## config.mk

```make
export PLATFORM = sky130hd
export DESIGN_NAME = hamming_link_ctrl
export DESIGN_NICKNAME = d
export VERILOG_FILES = /design/src/rtl/hamming_link_ctrl.sv
export SDC_FILE = /design/constraint.sdc
export NUM_CORES = 1
export LEC_CHECK = 0
export ABC_AREA = 1
export CAP_MARGIN = 20
export CORE_ASPECT_RATIO = 0.7
export CORE_UTILIZATION = 30
export CTS_CLUSTER_SIZE = 20
export DETAILED_ROUTE_END_ITERATION = 6
export GPL_TIMING_DRIVEN = 1
export PLACE_DENSITY = 0.7
export SETUP_SLACK_MARGIN = 0.05
export SLEW_MARGIN = 20
export SYNTH_ARGS = -nofsm -noshare
export SYNTH_HDL_FRONTEND = slang
export SYNTH_SLANG_ARGS = --single-unit
```

## constraint.sdc

```tcl
create_clock -name clk -period 1.64 [get_ports clk]
set_input_delay 0.328 -clock clk [delete_from_list [all_inputs] [get_ports clk]]
set_output_delay 0.328 -clock clk [all_outputs]
set_load 0.03 [all_outputs]
```

## src/rtl/hamming_link_ctrl.sv

```systemverilog
// Two-requester round-robin link controller over a Hamming(11,7) SEC channel.
// Optional HAM_STATS_EN enables saturating corrected/uncorrectable counters.
module hamming_link_ctrl #(
  parameter int unsigned SETTLE = 2,
  parameter int unsigned CNT_W  = 16
) (
  input  logic             clk,
  input  logic             rst,
  input  logic             req0_valid,
  input  logic [6:0]       req0_data,
  output logic             req0_ready,
  input  logic             req1_valid,
  input  logic [6:0]       req1_data,
  output logic             req1_ready,
  output logic [10:0]      ch_tx,
  input  logic [10:0]      ch_rx,
  output logic             out_valid,
  input  logic             out_ready,
  output logic [6:0]       out_data,
  output logic             out_src,
  output logic             out_corrected,
  output logic             out_uncorr,
  output logic [CNT_W-1:0] cnt_corr,
  output logic [CNT_W-1:0] cnt_uncorr
);

  typedef enum logic [1:0] {IDLE, SEND, CHECK, DELIVER} state_t;

  state_t      state, state_nx;
  logic        last_grant;
  logic        grant;
  logic        accept;
  logic        src_q;
  logic [3:0]  timer;
  logic [10:0] rx_q;
  logic [3:0]  syn;
  logic [10:0] fixed;
  logic        corr, unc;

  function automatic logic [10:0] enc(input logic [6:0] d);
    logic [10:0] c;
    c     = '0;
    c[2]  = d[0];
    c[4]  = d[1];
    c[5]  = d[2];
    c[6]  = d[3];
    c[8]  = d[4];
    c[9]  = d[5];
    c[10] = d[6];
    c[0]  = c[2] ^ c[4] ^ c[6] ^ c[8] ^ c[10];
    c[1]  = c[2] ^ c[5] ^ c[6] ^ c[9] ^ c[10];
    c[3]  = c[4] ^ c[5] ^ c[6];
    c[7]  = c[8] ^ c[9] ^ c[10];
    return c;
  endfunction

  function automatic logic [6:0] extract(input logic [10:0] c);
    return {c[10:8], c[6:4], c[2]};
  endfunction

  always_comb begin
    grant = 1'b0;
    if (req0_valid && req1_valid) grant = ~last_grant;
    else if (req1_valid)          grant = 1'b1;
  end

  assign accept     = (state == IDLE) && (req0_valid || req1_valid);
  assign req0_ready = (state == IDLE) && !grant && req0_valid;
  assign req1_ready = (state == IDLE) && grant && req1_valid;

  always_comb begin
    syn[0] = rx_q[0] ^ rx_q[2] ^ rx_q[4] ^ rx_q[6] ^ rx_q[8] ^ rx_q[10];
    syn[1] = rx_q[1] ^ rx_q[2] ^ rx_q[5] ^ rx_q[6] ^ rx_q[9] ^ rx_q[10];
    syn[2] = rx_q[3] ^ rx_q[4] ^ rx_q[5] ^ rx_q[6];
    syn[3] = rx_q[7] ^ rx_q[8] ^ rx_q[9] ^ rx_q[10];
    fixed  = rx_q;
    for (int unsigned i = 0; i < 11; i++) begin
      if (syn == 4'(i + 1)) fixed[i] = ~rx_q[i];
    end
    corr = (syn != 4'd0) && (syn <= 4'd11);
    unc  = (syn >= 4'd12);
  end

  always_comb begin
    state_nx = state;
    case (state)
      IDLE:    if (accept) state_nx = SEND;
      SEND:    if (timer == 4'd0) state_nx = CHECK;
      CHECK:   state_nx = DELIVER;
      DELIVER: if (out_ready) state_nx = IDLE;
      default: state_nx = IDLE;
    endcase
  end

  always_ff @(posedge clk) begin
    if (rst) begin
      state         <= IDLE;
      last_grant    <= 1'b1;
      src_q         <= 1'b0;
      timer         <= '0;
      rx_q          <= '0;
      ch_tx         <= '0;
      out_valid     <= 1'b0;
      out_data      <= '0;
      out_src       <= 1'b0;
      out_corrected <= 1'b0;
      out_uncorr    <= 1'b0;
    end else begin
      state <= state_nx;
      case (state)
        IDLE: if (accept) begin
          last_grant <= grant;
          src_q      <= grant;
          ch_tx      <= enc(grant ? req1_data : req0_data);
          timer      <= 4'(SETTLE - 1);
        end
        SEND: begin
          if (timer == 4'd0) rx_q  <= ch_rx;
          else               timer <= timer - 4'd1;
        end
        CHECK: begin
          out_valid     <= 1'b1;
          out_data      <= extract(fixed);
          out_src       <= src_q;
          out_corrected <= corr;
          out_uncorr    <= unc;
        end
        DELIVER: if (out_ready) begin
          out_valid <= 1'b0;
          ch_tx     <= '0;
        end
        default: ;
      endcase
    end
  end

`ifdef HAM_STATS_EN
  logic [CNT_W-1:0] corr_q, unc_q;

  always_ff @(posedge clk) begin
    if (rst) begin
      corr_q <= '0;
      unc_q  <= '0;
    end else if (state == CHECK) begin
      if (corr && (corr_q != '1)) corr_q <= corr_q + CNT_W'(1);
      if (unc  && (unc_q  != '1)) unc_q  <= unc_q  + CNT_W'(1);
    end
  end

  assign cnt_corr   = corr_q;
  assign cnt_uncorr = unc_q;
`else
  assign cnt_corr   = '0;
  assign cnt_uncorr = '0;
`endif

endmodule

```

==> results.cfg, run 1 <==
[drt]
num_vias = 2715
drtPass1Iterations = 4
wl_um = 7130
antenna_left = 0
wire_per_inst_um = 11.3
drc = 0
drt-initial-drc-count = 156
viasPerCell = 4.30

[global_routing]
grt_start_max_net_pins = 22
grt_pass1_wl_um = 10900
grt_pass1_vias = 2366
grtUsageTotal = 0.150
overflow = 0
antenna_found_initial = 0

[logic_synthesis]
ys.flop_type = dfxtp_1
synth_seq_area_share = 0.304
yosysWarningCount = 0
post_synth_num_cell_types = 34
syn-mean-instance-area_um2 = 6.41
ys_ff_latch = 41
synthCells = 421
synth_edf_count = 0
yosys-top-cells-area = dfxtp_1 30%, nand2_1 16%, buf_4 8.9%
synth_area_um2 = 2700
async_flop_share = 0
yosys.area.top_type = dfxtp_1
synth_top_area_share = 0.304

[sta]
fin_hold_ws_ps = 460
grt_setup_unrepaired = yes
slew_violations = 0
period_share = 0.980
hold_viol = 0
timing.final.crit_period_ps = 1610
setup_viol = 0
fin_worst_skew_ps = 3.91
fin_ws_ps = 32.9
fmax_mhz = 622

[layout]
design_area_um2 = 3820
layout-drive-gt1-share = 0.245
diodes = 0
fin_util = 0.445
syn2layout_area_growth_pct = 41.4
nets = 547

[setup_path]
crit_required_ps = 1310
crit_buf_inv = 4
startpoint_type = flip-flop
cp_slowest_cell = dfxtp_2
critPathCaptureType = output pin
cp_cell_sequence = inv_2 > ha_4 > inv_2 > buf_6 > nor3_2 > buf_4
path_class = flip-flop to output pin
crit_family = buffers and inverters
critPathMaxStageDelay_ps = 330
critPathMaxFanout = 3
cp_data_arrival_time_ps = 1280
cp_common_cell = inv_2

[pwr]
internal_power_uw = 3690
switchingPower_uw = 3560
seqPwrFrac = 0.228
clkPwrFrac = 0.129
p_total_uw = 7240
max-vdd-ir-drop_mv = 0.631
power.leakage_uw = 0.00189
combPwrFrac = 0.643
power_density_nw_per_um2 = 1900
switching_share = 0.491

[clock_network]
cts_tree = done
clock_latency_ps = 280
clock-sinks = 41
clk_path_buf_depth = 2
cts_max_level = 2
clock_tree.root_cell = clkbuf_16
cts_buffers = 5
path_clk_slew_ps = 60

[floorplan]
die_w_um = 115
dieArea_um2 = 9390
io_pins = 86
core.rowCount = 28
core_area_um2 = 8580
start_util = 0.315
die_h_um = 81.4

[placement]
place_congestion = 0.906
pre_cts_ws_ps = -288
portBuffers = 53
dpl_cell_area_um2 = 3430
hpwl_um = 5320

[flow_run]
drv_cap = 0

[min_path]
hp-class = flip-flop to flip-flop

[status]
status = finished, final reports clean
## layout make-up
cell class                      count  area (µm²)
Timing Repair Buffer               94         835
Tap cell                          120         150
Multi-Input combinational cell    306        1620
Sequential cell                    41         840
Fill cell                         859        4770
Clock buffer                        8         136
Inverter                           62         238
## what timing repair did
action	in CTS	in global routing
pin swaps	9	10
resized for setup	40	51
hold buffers	0	0
buffers inserted	7	6
endpoints found under the setup margin	36	35
## registers in the layout, summed over array words and instances (netlist names)
register	cells
out_valid	1
out_corrected	1
out_data	7
src_q	1
ch_tx	11
state	2
rx_q	11
out_uncorr	1
timer	4
out_src	1
last_grant	1
## cells by family (layout without fill, tap and decap cells)
family                   after synthesis  after routing  share of synthesized area
AO/OA/AOI/OAI                         54             54                      0.108
XOR/XNOR                               6              6                     0.0195
adder cells (fa/ha/maj)                7              7                     0.0324
buffers and inverters                105            164                      0.196
flip-flops                            41             41                      0.304
other                                  1             32                    0.00139
AND/OR/NAND/NOR                      207            207                      0.339
## routing by layer
metal	global-route usage	vias to the layer above	routed length, µm
li1	-	1417	-
met1	0.211	1200	3460
met2	0.223	85	3030
met3	0.0373	13	527
met4	0.0468	0	109
met5	0	-	0
## worst reg2reg max path: cells and delay by family (launching register included)
family | cells | cell delay [ps]
compound gates | 1 | 180
flops | 1 | 330
simple gates | 8 | 630
buf+inv | 3 | 340
## worst paths after layout
path | end | slack [ps] | startpoint | depth (start not counted)
worst min register to register | ch_tx[8] | 460 | ch_tx[8] | 2
worst max register to register | ch_tx[0] | 70 | last_grant | 12
worst min-delay path | ch_tx[8] | 460 | ch_tx[8] | 2
worst max-delay path | req0_ready | 30 | state[1] | 6
## through the flow
step,cells,TNS [ps]
floorplan,452,0
global placement,610,-2960
detailed placement,610,-3810
CTS,625,0
global route,631,-7.56
finish,631,0
## synthesized netlist by cell type, types with 3 or more instances
| cell | instances |
|---|---|
| buf_4 | 32 |
| dfxtp_1 | 41 |
| clkbuf_1 | 6 |
| ha_1 | 7 |
| xnor2_1 | 4 |
| nand3_1 | 33 |
| o21ai_0 | 24 |
| nand2_1 | 112 |
| inv_2 | 7 |
| nand4_1 | 5 |
| a21oi_1 | 22 |
| inv_1 | 53 |
| nor2_4 | 3 |
| nor2_1 | 34 |
| o21ai_2 | 3 |
| buf_2 | 3 |
| nand2_2 | 12 |
## cell usage in the layout, fill, tap and decap left out, drive strengths merged
cell type | Yosys | routed
a22oi | 1 | 1
a21oi | 22 | 22
conb | 1 | 32
a211oi | 1 | 1
xnor2 | 4 | 4
nand4 | 5 | 5
clkbuf | 7 | 8
xor2 | 2 | 2
nand2 | 126 | 126
a31oi | 1 | 1
buf | 36 | 43
or2 | 1 | 1
ha | 7 | 7
clkdlybuf4s50 | 0 | 27
nor3 | 2 | 2
dlygate4sd2 | 0 | 24
inv | 61 | 62
nand3 | 34 | 34
o211ai | 1 | 1
and2 | 1 | 1
nor2 | 38 | 38
dfxtp | 41 | 41
o21ai | 28 | 28
## power by group through the flow
stage	sequential (µW)	combinational (µW)	clock, µW
floorplan	1880	2690	0
global placement	1620	4060	0
detailed placement	1630	4170	0
CTS	1610	4220	954
global route	1690	5160	1010
finish	1650	4660	935
(Power assumes the default switching activity.)
==> run 2: changes to the inputs <==
- CORE_ASPECT_RATIO: 0.7 -> 1.75
- REMOVE_ABC_BUFFERS: not set -> 1
==> results.cfg, run 2 (synthesis results as in run 1) <==
[status]
status = finished, final reports clean

[drt]
viasPerCell = 4.41
wl_um = 6990
num_vias = 2741
antenna_left = 0
drtPass1Iterations = 4
wire_per_inst_um = 11.2
drt-initial-drc-count = 97
drc = 0

[setup_path]
cp_data_arrival_time_ps = 1280
startpoint_type = flip-flop
crit_required_ps = 1310
critPathCaptureType = output pin
path_class = flip-flop to output pin
critPathMaxFanout = 4

[flow_run]
drv_cap = 0

[sta]
setup_viol = 0
fin_worst_skew_ps = 1.85
hold_viol = 0
timing.final.crit_period_ps = 1600
period_share = 0.978
slew_violations = 0
grt_setup_unrepaired = yes
fmax_mhz = 623

[layout]
syn2layout_area_growth_pct = 40.4
final_cell_mix = 108 x nand2_1, 44 x inv_1, 34 x dfxtp_1, 32 x conb_1, 31 x nor2_1
final_cells = 622
design_area_um2 = 3790
nets = 541
layout_commonest_cell = nand2_1
diodes = 0
layout-drive-gt1-share = 0.224
reg.largest.list = ch_tx: 11 flops, rx_q: 11 flops, out_data: 7 flops

[pwr]
combPwrFrac = 0.629
max-vdd-ir-drop_mv = 0.706
switching_share = 0.485
switchingPower_uw = 3610
power.leakage_uw = 0.00189
internal_power_uw = 3840
clkPwrFrac = 0.153
seqPwrFrac = 0.218
power_density_nw_per_um2 = 1970

[min_path]
hp-class = flip-flop to flip-flop

[clock_network]
clk_path_buf_depth = 2
clock-sinks = 41
clock_tree.root_cell = clkbuf_16
clock_latency_ps = 280
cts_max_level = 2
cts_tree = done
cts_buffers = 5
path_clk_slew_ps = 60

[global_routing]
overflow = 0
grt_use_met1 = 0.146
grt_pass1_wl_um = 10900
use_met3 = 0.0197
globalRouteMet2Util = 0.289
grt_pass1_vias = 2507
antenna_found_initial = 0
top_usage_layer = met2
grtUsageTotal = 0.147
grt_start_max_net_pins = 22

[floorplan]
die_w_um = 73.7
io_pins = 86
core.rowCount = 45
start_util = 0.309
core_area_um2 = 8730
die_h_um = 128
dieArea_um2 = 9400

[placement]
dpl_cell_area_um2 = 3400
place_congestion = 0.883
hpwl_um = 5200
portBuffers = 53
post-place-cells = 605
## run 2: cell count changes in the layout (fill, tap and decap cells not counted), sizes merged
cell / previous run / this run
inv: 62 / 61
bufinv: 0 / 1
clkinv: 0 / 1
buf: 43 / 37
clkbuf: 8 / 7
## run 2: path summary, 6_finish.rpt
path	start	endpoint	slack, ps	depth (start not counted)
max	state[1]	req0_ready	40	6
min	ch_tx[8]	ch_tx[8]	450	2
max reg2reg	state[1]	ch_tx[7]	100	11
min reg2reg	ch_tx[8]	ch_tx[8]	450	2
## run 2: through the flow
step                      power [µW]  setup TNS, ps  hold WS (ps)  worst slack [ps]  utilization
after floorplan                 4460          -67.6           397             -62.5            -
after global placement          5670          -2700           446              -275        0.390
after detailed placement        5800          -3050           453              -304        0.390
after CTS                       6980              0           460              15.0        0.416
after global routing            8040          -11.1           469             -11.1        0.434
final                           7450              0           454              35.7        0.434
## run 2: final cells by class
type | count | area [µm²]
Clock buffer | 7 | 143
Clock inverter | 1 | 30.0
Fill cell | 894 | 4940
Inverter | 62 | 241
Multi-Input combinational cell | 306 | 1600
Sequential cell | 41 | 832
Tap cell | 117 | 146
Timing Repair Buffer | 88 | 800
## run 2: per-layer routing
layer | vias to the layer above | share of wire
met2 | 91 | 0.58
li1 | 1405 | -
met4 | 0 | 0.019
met3 | 11 | 0.037
met1 | 1234 | 0.37
met5 | - | 0
## run 2: power by group through the flow
stage / sequential [µW] / combinational, µW / clock, µW
floorplan: 1890 / 2570 / 0
global placement: 1610 / 4070 / 0
CTS: 1600 / 4220 / 1160
detailed placement: 1620 / 4180 / 0
global route: 1680 / 5150 / 1200
finish: 1630 / 4690 / 1140
## run 2: repair_timing
action / CTS / global route
endpoints found under the setup margin: 39 / 35
hold buffers: 0 / 0
gates cloned: 0 / 1
pin swaps: 4 / 9
gates resized for setup: 38 / 48
setup buffers: 4 / 4
## run 2: critical path: stages (launching register included)
cell	delay, ps
dfxtp_2	330
inv_4	70
ha_4	150
inv_2	40
buf_6	120
nor3_4	130
buf_6	150
